$ cat src/rtl/spi_reg_bridge.sv
// Command decoder and register-bus master between an SPI slave's word ports and a simple req/ack register bus.
// Decodes NOP/WRITE/READ headers, runs one bus transaction per command with a timeout, and returns read data for shifting out.
module spi_reg_bridge #(
  parameter int ADDR_W  = 8,
  parameter int TIMEOUT = 255
) (
  input  logic              clk,
  input  logic              rst_n,
  input  logic              cs_n,
  input  logic [31:0]       rx_data,
  input  logic              rx_valid,
  output logic              rx_ready,
  output logic [31:0]       tx_data,
  output logic              tx_valid,
  input  logic              tx_ready,
  output logic              bus_req,
  output logic              bus_we,
  output logic [ADDR_W-1:0] bus_addr,
  output logic [31:0]       bus_wdata,
  input  logic [31:0]       bus_rdata,
  input  logic              bus_ack,
  output logic              busy,
  output logic [15:0]       cmd_cnt,
  output logic [7:0]        err_cnt
);

  typedef enum logic [1:0] {IDLE, WAIT_DATA, BUS, RESP} state_t;

  localparam logic [3:0]  OP_NOP   = 4'h0;
  localparam logic [3:0]  OP_WRITE = 4'h1;
  localparam logic [3:0]  OP_READ  = 4'h2;
  // The count seen in the last permitted BUS cycle; req is therefore high exactly TIMEOUT cycles.
  localparam logic [15:0] TMO_LAST = 16'(TIMEOUT - 1);

  state_t            state, state_nx;
  logic [ADDR_W-1:0] addr_nx;
  logic              we_nx;
  logic [31:0]       wdata_nx;
  logic [31:0]       tx_data_nx;
  logic [15:0]       tmo_cnt, tmo_nx;
  logic              cs_seen, cs_seen_nx;
  logic              cmd_inc, err_inc;
  logic [3:0]        opcode;
  logic [15:0]       addr_ext;

  assign opcode   = rx_data[31:28];
  assign addr_ext = 16'(bus_addr);

  assign bus_req  = (state == BUS);
  assign tx_valid = (state == RESP);
  assign busy     = (state != IDLE);
  assign rx_ready = (state == IDLE) || (state == WAIT_DATA);

  always_comb begin
    // NOTE: every signal written here gets a default first, so no path can leave one unassigned and infer a latch.
    state_nx   = state;
    addr_nx    = bus_addr;
    we_nx      = bus_we;
    wdata_nx   = bus_wdata;
    tx_data_nx = tx_data;
    tmo_nx     = tmo_cnt;
    cs_seen_nx = cs_seen;
    cmd_inc    = 1'b0;
    err_inc    = 1'b0;

    case (state)
      IDLE: begin
        if (rx_valid) begin
          case (opcode)
            OP_NOP: ;
            OP_WRITE: begin
              addr_nx  = rx_data[ADDR_W-1:0];
              state_nx = WAIT_DATA;
            end
            OP_READ: begin
              addr_nx    = rx_data[ADDR_W-1:0];
              we_nx      = 1'b0;
              tmo_nx     = '0;
              cs_seen_nx = 1'b0;
              state_nx   = BUS;
            end
            default: err_inc = 1'b1;
          endcase
        end
      end

      WAIT_DATA: begin
        if (cs_n) begin
          state_nx = IDLE;
        end else if (rx_valid) begin
          wdata_nx   = rx_data;
          we_nx      = 1'b1;
          tmo_nx     = '0;
          cs_seen_nx = 1'b0;
          state_nx   = BUS;
        end
      end

      BUS: begin
        if (rx_valid) err_inc = 1'b1;
        if (cs_n) cs_seen_nx = 1'b1;
        // A deselect during BUS never aborts the access; it only suppresses the read response.
        if (bus_ack) begin
          cmd_inc = 1'b1;
          tmo_nx  = '0;
          if (bus_we) begin
            state_nx = IDLE;
          end else begin
            tx_data_nx = bus_rdata;
            state_nx   = (cs_seen || cs_n) ? IDLE : RESP;
          end
        end else if (tmo_cnt == TMO_LAST) begin
          err_inc = 1'b1;
          tmo_nx  = '0;
          if (bus_we) begin
            state_nx = IDLE;
          end else begin
            tx_data_nx = {16'hDEAD, addr_ext};
            state_nx   = (cs_seen || cs_n) ? IDLE : RESP;
          end
        end else begin
          tmo_nx = tmo_cnt + 16'd1;
        end
      end

      RESP: begin
        if (rx_valid) err_inc = 1'b1;
        if (cs_n || tx_ready) state_nx = IDLE;
      end

      default: state_nx = IDLE;
    endcase
  end

  always_ff @(posedge clk or negedge rst_n) begin
    if (!rst_n) begin
      state     <= IDLE;
      bus_addr  <= '0;
      bus_we    <= 1'b0;
      bus_wdata <= '0;
      tx_data   <= '0;
      tmo_cnt   <= '0;
      cs_seen   <= 1'b0;
      cmd_cnt   <= '0;
      err_cnt   <= '0;
    end else begin
      // NOTE: non-blocking assignments so every register samples the pre-edge values, independent of statement order.
      state     <= state_nx;
      bus_addr  <= addr_nx;
      bus_we    <= we_nx;
      bus_wdata <= wdata_nx;
      tx_data   <= tx_data_nx;
      tmo_cnt   <= tmo_nx;
      cs_seen   <= cs_seen_nx;
      if (cmd_inc) cmd_cnt <= cmd_cnt + 16'd1;
      if (err_inc && (err_cnt != 8'hFF)) err_cnt <= err_cnt + 8'd1;
    end
  end

endmodule
$ cat config.mk
export PLATFORM = sky130hd
export DESIGN_NAME = spi_reg_bridge
export DESIGN_NICKNAME = d
export VERILOG_FILES = /design/src/rtl/spi_reg_bridge.sv
export SDC_FILE = /design/constraint.sdc
export NUM_CORES = 1
export LEC_CHECK = 0
export BUFFER_PORTS_ARGS = -buffer_cell sky130_fd_sc_hd__buf_2
export CAP_MARGIN = 20
export CORE_MARGIN = 1.5
export CORE_UTILIZATION = 30
export DETAILED_ROUTE_END_ITERATION = 10
export PLACE_DENSITY = 0.62
export SLEW_MARGIN = 30
export SYNTH_ARGS = -nofsm -noshare
export SYNTH_HDL_FRONTEND = slang
export SYNTH_SLANG_ARGS = --single-unit
$ cat constraint.sdc
create_clock -name clk -period 2.3 [get_ports clk]
set_input_delay 0.115 -clock clk [delete_from_list [all_inputs] [get_ports clk]]
set_output_delay 0.115 -clock clk [all_outputs]
set_load 0.02 [all_outputs]
==> impl_metrics.env <==
export IMPL_clock_skew_ns=0.0122
export IMPL_nets=703
export IMPL_grt_setup_unrepaired="false"
export IMPL_port_buffers=170
export IMPL_start_util=0.305
export IMPL_peakVddDrop_mv=0.566
export IMPL_drt_iter0_drc=192
export IMPL_worstSetupPathType="flip-flop to flip-flop"
export IMPL_power_leakage_nw=3.39
export IMPL_die_x_um=133
export IMPL_dieHeight_um=133
export IMPL_cts_max_level=4
export IMPL_crit_path_start_kind="flip-flop"
export IMPL_ys_flop_type="dfrtp_1"
export IMPL_status="finished clean"
export IMPL_design_core_area_um2=16500
export IMPL_seq_area_frac_synth=0.575
export IMPL_async_reset_ff_frac=1.00
export IMPL_worst_pin_slew_ns=0.673
export IMPL_grt_pass1_vias=4238
export IMPL_fillers=1535
export IMPL_hpwl_mm=8.87
export IMPL_final_util=0.438
export IMPL_wl_per_cell_um=14.9
export IMPL_viasPerCell=4.82
export IMPL_die_area_um2=17600
export IMPL_mostFrequentLayoutCells="buf_2, dfrtp_1, mux2_2"
export IMPL_slowest_stage="dfrtp_1"
export IMPL_required_ns=2.64
export IMPL_endpoint_kind="flip-flop"
export IMPL_grt_max_degree=57
export IMPL_grt_pass1_wl_mm=21.2
export IMPL_cts_tree="yes"
export IMPL_synth_top_area_share=0.575
export IMPL_antenna_found_initial=0
export IMPL_synth_cell_types=53
export IMPL_grt_overflow_total=0
export IMPL_vias=4159
export IMPL_diodes=0
export IMPL_drc=0
export IMPL_ant_nets=0
export IMPL_yosysWarnings=0
export IMPL_synth_edf_count=0
export IMPL_cap_viol_max_count=0
export IMPL_finalHoldViolCount=0
export IMPL_setup_violations_final=0
export IMPL_fin_crit_ns=2.10
export IMPL_wirelength_mm=12.9
export IMPL_rows=47
export IMPL_numCtsBuffers=17
export IMPL_cts_setup_buffers=0
export IMPL_cts_buffer_depth=2
export IMPL_ys_top_cells_by_area="dfrtp_1, mux2_2, xnor2_1"
export IMPL_critPathMaxFanout=11
export IMPL_syn_avg_cell_area_um2=12.6
export IMPL_clock_latency_ns=0.41
export IMPL_crit_chain="inv_1 -> ha_1 -> nor4b_2 -> and4_4 -> a21oi_2 -> nor3_4 -> buf_4 -> o22a_1"
export IMPL_drive_gt1_frac=0.428
export IMPL_critPathArrivalTime_ns=2.44
export IMPL_drtPass1Iterations=4
export IMPL_hold_path_class="input port to flip-flop"
export IMPL_mostFrequentLayoutCell="buf_2"
export IMPL_path_clk_slew_ns=0.05
export IMPL_power_density_nw_per_um2=1230
export IMPL_max_freq_mhz=476
export IMPL_syn_area_um2=5050
export IMPL_synth_cells=399
export IMPL_cts_root_buf="clkbuf_16"
export IMPL_synth_top_cell_by_area="dfrtp_1"
export IMPL_synth_fp_nets=473
export IMPL_syn2layout_area_growth_pct=43.4
export IMPL_io_pins=171
export IMPL_groute_usage_overall=0.151
export IMPL_relSlewSlack=0.545
export IMPL_post_route_period_util=0.913
export IMPL_slew_violations=0
export IMPL_crit_path_max_incr_delay_ns=0.43
export IMPL_gp_congestion=0.853
export IMPL_tns_ns=0
export IMPL_cts_sinks=116
export IMPL_ys_ff_latch=116
[metrics by stage]
step	setup WS (ns)	hold WS [ns]	power (mW)	cells	instance area (µm²)
floorplan	0.390	-0.181	5.27	399	5050
global placement	0.254	0.0913	6.35	776	6140
detailed placement	0.206	0.106	6.45	776	6140
CTS	0.199	0.00288	9.03	862	7240
global route	0.0331	0.0230	9.43	862	7240
finish	0.200	0.0243	8.93	862	7240
[cell type report]
type,instances,area [µm²],area share
sequential,116,2900,0.401
multi-input combinational,256,2020,0.280
inverter,9,33.8,0.00467
timing repair buffer,229,1440,0.200
clock buffer,17,425,0.0588
clock inverter,15,131,0.0182
tap,220,275,0.0380
[state kept, by name, indices dropped and copies added, names as in the netlist]
| signal | flops |
|---|---|
| bus_we | 1 |
| tmo_cnt | 16 |
| bus_addr | 8 |
| cmd_cnt | 16 |
| err_cnt | 8 |
| state | 2 |
| bus_wdata | 32 |
| cs_seen | 1 |
| tx_data | 32 |
[what timing repair did]
action | CTS | global route
hold buffers | 54 | 0
hold endpoints to repair | 94 | 0
gates resized for setup | 0 | 0
[report_power, final]
part	leakage (nW)	total [mW]	switching [mW]	internal [mW]
clock	0.274	2.45	0.961	1.49
sequential	1.46	3.29	0.488	2.80
combinational	1.66	3.19	1.85	1.34
[cell usage after synthesis, types with 9 or more instances]
library cell and number:
dfrtp_1 116, mux2_2 57, nand3_1 20, xnor2_1 20
nand2_1 17, a22o_1 15, nor2_1 15, o21ai_0 13
o22a_1 11, a31oi_1 10, and3_1 10, nor3_1 9
[critical path, delay by kind of cell, from the launching register on]
kind	cells	cell delay, ns
AOI/OAI and AO/OA	2	0.24
adders and majority gates	1	0.13
and+or+nand+nor	3	0.86
DFF	1	0.43
buffers and inverters	2	0.36
[path summary, 6_finish.rpt]
kind                                  start            end  slack, ns  cells past startpoint
worst max-delay path             tmo_cnt[0]    tx_data[19]       0.20                      8
worst min-delay path            rx_data[31]  bus_wdata[31]       0.02                      2
worst max register to register   tmo_cnt[0]    tx_data[19]       0.20                      8
worst min register to register  cmd_cnt[15]    cmd_cnt[15]       0.49                      1
max in group asynchronous             rst_n  bus_wdata[27]       1.36                      3
min in group asynchronous             rst_n    cmd_cnt[11]       0.21                      2
[per-layer routing]
layer / GRT usage / vias to the layer above / routed length, µm / share of wire
met4: 0.0391 / 0 / 94 / 0.0073
met2: 0.248 / 157 / 6260 / 0.49
met5: 0 / - / 0 / 0
met1: 0.194 / 2054 / 5590 / 0.43
li1: - / 1939 / - / -
met3: 0.0467 / 9 / 930 / 0.072
[cells by family (layout without fill, tap and decap cells)]
group,Yosys count,count (layout),synth area share
mux,59,59,0.131
buf+inv,27,270,0.0253
flops,116,116,0.575
compound gates,75,75,0.112
xor+xnor,23,23,0.0399
simple gates,95,95,0.107
fa+ha+maj,4,4,0.00992
No activity file was read; power rests on OpenSTA's default activity.
